File: src/rtl/cmp_stats.sv
// Comparator statistics: counts gt/eq/lt/error flags over a window of
// N_SAMPLES accepted results and reports them with a valid/ready handshake.
module cmp_stats #(
  parameter int unsigned N_SAMPLES = 6
) (
  input  logic       clk,
  input  logic       rst_n,
  input  logic       start,
  input  logic       in_valid,
  output logic       in_ready,
  input  logic       a_gt_b,
  input  logic       a_eq_b,
  input  logic       a_lt_b,
  output logic       out_valid,
  input  logic       out_ready,
  output logic [7:0] gt_cnt,
  output logic [7:0] eq_cnt,
  output logic [7:0] lt_cnt,
  output logic [7:0] err_cnt,
  output logic [3:0] eq_run_max
);

  typedef enum logic [1:0] {
    IDLE    = 2'd0,
    COLLECT = 2'd1,
    REPORT  = 2'd2
  } state_t;

  localparam logic [7:0] LAST = 8'(N_SAMPLES - 1);

  state_t     state_q;
  state_t     state_d;
  logic [7:0] n_q;
  logic [7:0] gt_q;
  logic [7:0] eq_q;
  logic [7:0] lt_q;
  logic [7:0] err_q;
  logic [3:0] run_q;
  logic [3:0] max_q;
  logic [3:0] run_inc;
  logic       accept;
  logic       clear;
  logic       one_hot;
  logic       is_eq;
  logic       last;

  assign accept  = (state_q == COLLECT) && in_valid;
  assign clear   = (state_q == IDLE) && start;
  assign one_hot = $onehot({a_gt_b, a_eq_b, a_lt_b});
  assign is_eq   = one_hot && a_eq_b;
  assign last    = (n_q == LAST);
  assign run_inc = (run_q == 4'hf) ? run_q : run_q + 4'd1;

  always_ff @(posedge clk or negedge rst_n) begin
    if (!rst_n) begin
      state_q <= IDLE;
    end else begin
      state_q <= state_d;
    end
  end

  always_comb begin
    state_d = state_q;
    unique case (state_q)
      IDLE:    if (start) state_d = COLLECT;
      COLLECT: if (accept && last) state_d = REPORT;
      REPORT:  if (out_ready) state_d = IDLE;
      default: state_d = IDLE;
    endcase
  end

  always_ff @(posedge clk or negedge rst_n) begin
    if (!rst_n) begin
      n_q   <= '0;
      gt_q  <= '0;
      eq_q  <= '0;
      lt_q  <= '0;
      err_q <= '0;
      run_q <= '0;
      max_q <= '0;
    end else if (clear) begin
      n_q   <= '0;
      gt_q  <= '0;
      eq_q  <= '0;
      lt_q  <= '0;
      err_q <= '0;
      run_q <= '0;
      max_q <= '0;
    end else if (accept) begin
      n_q <= n_q + 8'd1;
      if (!one_hot) begin
        err_q <= err_q + 8'd1;
      end else begin
        unique case (1'b1)
          a_gt_b: gt_q <= gt_q + 8'd1;
          a_eq_b: eq_q <= eq_q + 8'd1;
          a_lt_b: lt_q <= lt_q + 8'd1;
        endcase
      end
      // Only a clean eq extends the run; errors break it like gt/lt.
      if (is_eq) begin
        run_q <= run_inc;
        if (run_inc > max_q) max_q <= run_inc;
      end else begin
        run_q <= '0;
      end
    end
  end

  assign in_ready   = (state_q == COLLECT);
  assign out_valid  = (state_q == REPORT);
  assign gt_cnt     = gt_q;
  assign eq_cnt     = eq_q;
  assign lt_cnt     = lt_q;
  assign err_cnt    = err_q;
  assign eq_run_max = max_q;

endmodule

File: config.mk
export PLATFORM = sky130hd
export DESIGN_NAME = cmp_stats
export DESIGN_NICKNAME = d
export VERILOG_FILES = /design/src/rtl/cmp_stats.sv
export SDC_FILE = /design/constraint.sdc
export NUM_CORES = 1
export LEC_CHECK = 0
export BUFFER_PORTS_ARGS = -buffer_cell sky130_fd_sc_hd__buf_2
export CAP_MARGIN = 10
export CORE_MARGIN = 2
export CORE_UTILIZATION = 50
export DETAILED_ROUTE_END_ITERATION = 8
export PLACE_DENSITY = 0.73
export REMOVE_ABC_BUFFERS = 1
export SYNTH_ARGS = -nofsm -noshare
export SYNTH_HDL_FRONTEND = slang
export SYNTH_SLANG_ARGS = --single-unit
File: constraint.sdc
create_clock -name clk -period 5.85 [get_ports clk]
set_input_delay 1.4625 -clock clk [delete_from_list [all_inputs] [get_ports clk]]
set_output_delay 1.4625 -clock clk [all_outputs]
set_load 0.01 [all_outputs]
==> out/qor.yml <==
status:
  status: "finished, final reports clean"
route:
  vias_per_cell: 5.28
  vias: 1969
  drtPass1Iterations: 4
  wl_per_cell_um: 13.0
  ant_nets: 0
  wl_mm: 4.85
  drc_errors: 0
  drtIter0Drc: 92
critical_path:
  rr_startpoint: "run_q[0]"
  slowest_stage: "fa_1"
  worst-path-buf-inv: 2
  critPathTopFamily: "simple AND/OR/NAND/NOR gates"
  crit_path_end_kind: "flop"
  path_class: "in2reg"
  path_max_fanout: 9
  worst_setup_path_start_kind: "primary input"
  cp.required_ns: 6.04
  r2r-end: "eq_run_max[2]"
  r2r_cells: 9
  reg2reg_slack_ns: 3.43
  cp.arrival_ns: 3.41
  crit_chain: "buf_2, inv_1, fa_1, nor2b_1, and3_1, nand3_4, mux2_4"
  slowest_delay_ns: 0.45
sta:
  skew_ns: 0.00712
  period_share: 0.551
  worst_pin_slew_ns: 0.617
  final_max_slew_viol_count: 0
  setup_violations: 0
  fmax_mhz: 310
  tns_ns: 0
  hold_viol: 0
  rsz0062_at_grt: "false"
  max_slew_margin: 0.588
  min_period_ns: 3.22
placed_design:
  gp_congestion: 0.799
  hpwl_mm: 3.39
  placed_area_um2: 2820
  dpl.cell_count: 365
  portBuffers: 45
yosys:
  yosys_warnings: 0
  synth.distinct_cells: 34
  netlist_instances: 260
  synth_flop_cell: "dfrtp_1"
  syn_area_um2: 2540
  synth-seq-cells: 50
  synth_top_area_frac: 0.492
  yosysMostFrequentCell: "dfrtp_1"
  synth_commonest_cells: "dfrtp_1 (50), nor2_1 (38), nand2_1 (24)"
  synth_top_area_cell: "dfrtp_1"
  synth_edf_count: 0
  ys_seq_area_frac: 0.492
  yosys-top-cells-area: "dfrtp_1 (49%), xor2_1 (6.2%), nor2_1 (5.6%)"
  avgSynthCellArea_um2: 9.77
  async_flop_share: 1.00
min_path:
  worstHoldStart: "err_cnt[5]"
  min_to: "err_cnt[5]"
  hold_depth: 1
  hold_class: "reg2reg"
floorplanning:
  core_um2: 4820
  ioPinCount: 46
  core.rowCount: 25
  dieArea_um2: 5670
  die_h_um: 75.3
  fp.dieW_um: 75.3
  initial_core_util: 0.528
global_routing:
  antenna_found_initial: 0
  overflow: 0
  grt_pass1_wl_mm: 8.12
  grt_use_total: 0.189
  grt_max_degree: 51
  grt_pass1_vias: 1784
clock_tree:
  clkTransAtPathRegs_ns: 0.09
  cts_setup_buffers: 0
  numCtsBuffers: 5
  clock_path_buffers: 2
  cts_tree: "yes"
  ctsRootBufferMaster: "clkbuf_8"
  insertion_delay_ns: 0.30
  cts.sinks: 50
  ctsHoldBuffers: 0
  htreeDepth: 2
  cts.repair.resized: 0
power_and_ir_drop:
  p_leak_nw: 1.53
  clock_power_share: 0.230
  p_comb_frac: 0.263
  power.density_nw_per_um2: 308
  p_sw_frac: 0.348
  ir_drop_uv: 172
  p_switching_w: 0.000312
  p_int_w: 0.000584
  power_frac_seq: 0.507
finish:
  n_antenna_cell: 0
  fill_cells: 460
  fin_util: 0.604
  fin_cells: 373
  area_growth_pct: 14.5
  drive_above_1_share: 0.186
  finalNetCount: 325
  final_cell_area_um2: 2910
flow_run:
  max_cap_violations: 0
## how the worst max path moves through the flow
stage	slack (ns)	startpoint	endpoint	cells after the start
2_1_floorplan	2.64	a_gt_b	eq_run_max[2]	6
3_3_place_gp	2.34	a_eq_b	eq_run_max[2]	7
3_5_place_dp	2.30	a_eq_b	eq_run_max[2]	7
4_1_cts	2.62	a_eq_b	eq_run_max[2]	7
5_1_grt	2.48	a_eq_b	eq_run_max[2]	7
6_report	2.63	a_eq_b	eq_run_max[2]	7
## per-stage QoR
| stage | hold WS, ns | setup WS, ns | power [W] |
|---|---|---|---|
| 2_1_floorplan | 0.486 | 2.64 | 0.000604 |
| 3_3_place_gp | 0.489 | 2.34 | 0.000689 |
| 3_5_place_dp | 0.508 | 2.30 | 0.000697 |
| 4_1_cts | 0.520 | 2.62 | 0.000906 |
| 5_1_grt | 0.542 | 2.48 | 0.000963 |
| 6_report | 0.514 | 2.63 | 0.000896 |
## kinds of logic after synthesis
family / count (synthesis) / share of synthesized area
adders and majority gates: 12 / 0.0620
and+or+nand+nor: 117 / 0.229
AOI/OAI and AO/OA: 25 / 0.0542
DFF: 50 / 0.492
buffers and inverters: 21 / 0.0359
xor gates and xnor gates: 27 / 0.0931
muxes: 8 / 0.0335
## registers in the layout, indices dropped and copies added (netlist names)
| signal | flops |
|---|---|
| lt_cnt | 8 |
| eq_cnt | 8 |
| run_q | 4 |
| err_cnt | 8 |
| n_q | 8 |
| eq_run_max | 4 |
| gt_cnt | 8 |
| state_q | 2 |
## area by class of cell
class                   count  area, um^2  area share
repair buffers             47         240      0.0825
inverters                  12        45.0      0.0155
clock buffers               7        86.3      0.0297
well taps                  67        83.8      0.0288
clock inverters             1        5.00     0.00172
multi-input cells         189        1200       0.412
flip-flops and latches     50        1250       0.430
## power groups by stage
stage	logic, W	registers [W]	clock network [W]
2_1_floorplan	0.000140	0.000464	0
3_3_place_gp	0.000231	0.000458	0
3_5_place_dp	0.000237	0.000461	0
6_report	0.000236	0.000455	0.000206
4_1_cts	0.000238	0.000454	0.000214
5_1_grt	0.000273	0.000464	0.000226
## layout by cell type, fill, tap and decap left out, drive strengths merged, types with 4 or more instances in the layout
| cell type | n |
|---|---|
| clkbuf | 7 |
| inv | 12 |
| nand4 | 14 |
| nor2 | 38 |
| and3 | 6 |
| nand3 | 18 |
| ha | 11 |
| xnor2 | 9 |
| buf | 47 |
| nor3 | 4 |
| xor2 | 18 |
| mux2i | 7 |
| o21ai | 14 |
| dfrtp | 50 |
| a21oi | 6 |
| nand2 | 24 |
## per-layer routing
| layer | up-vias | routed length [um] | GRT usage |
|---|---|---|---|
| met5 | - | 0 | 0 |
| met4 | 0 | 87 | 0.0702 |
| met3 | 8 | 181 | 0.0437 |
| met2 | 35 | 2280 | 0.299 |
| met1 | 957 | 2300 | 0.255 |
| li1 | 969 | - | - |
(Power assumes the default switching activity.)
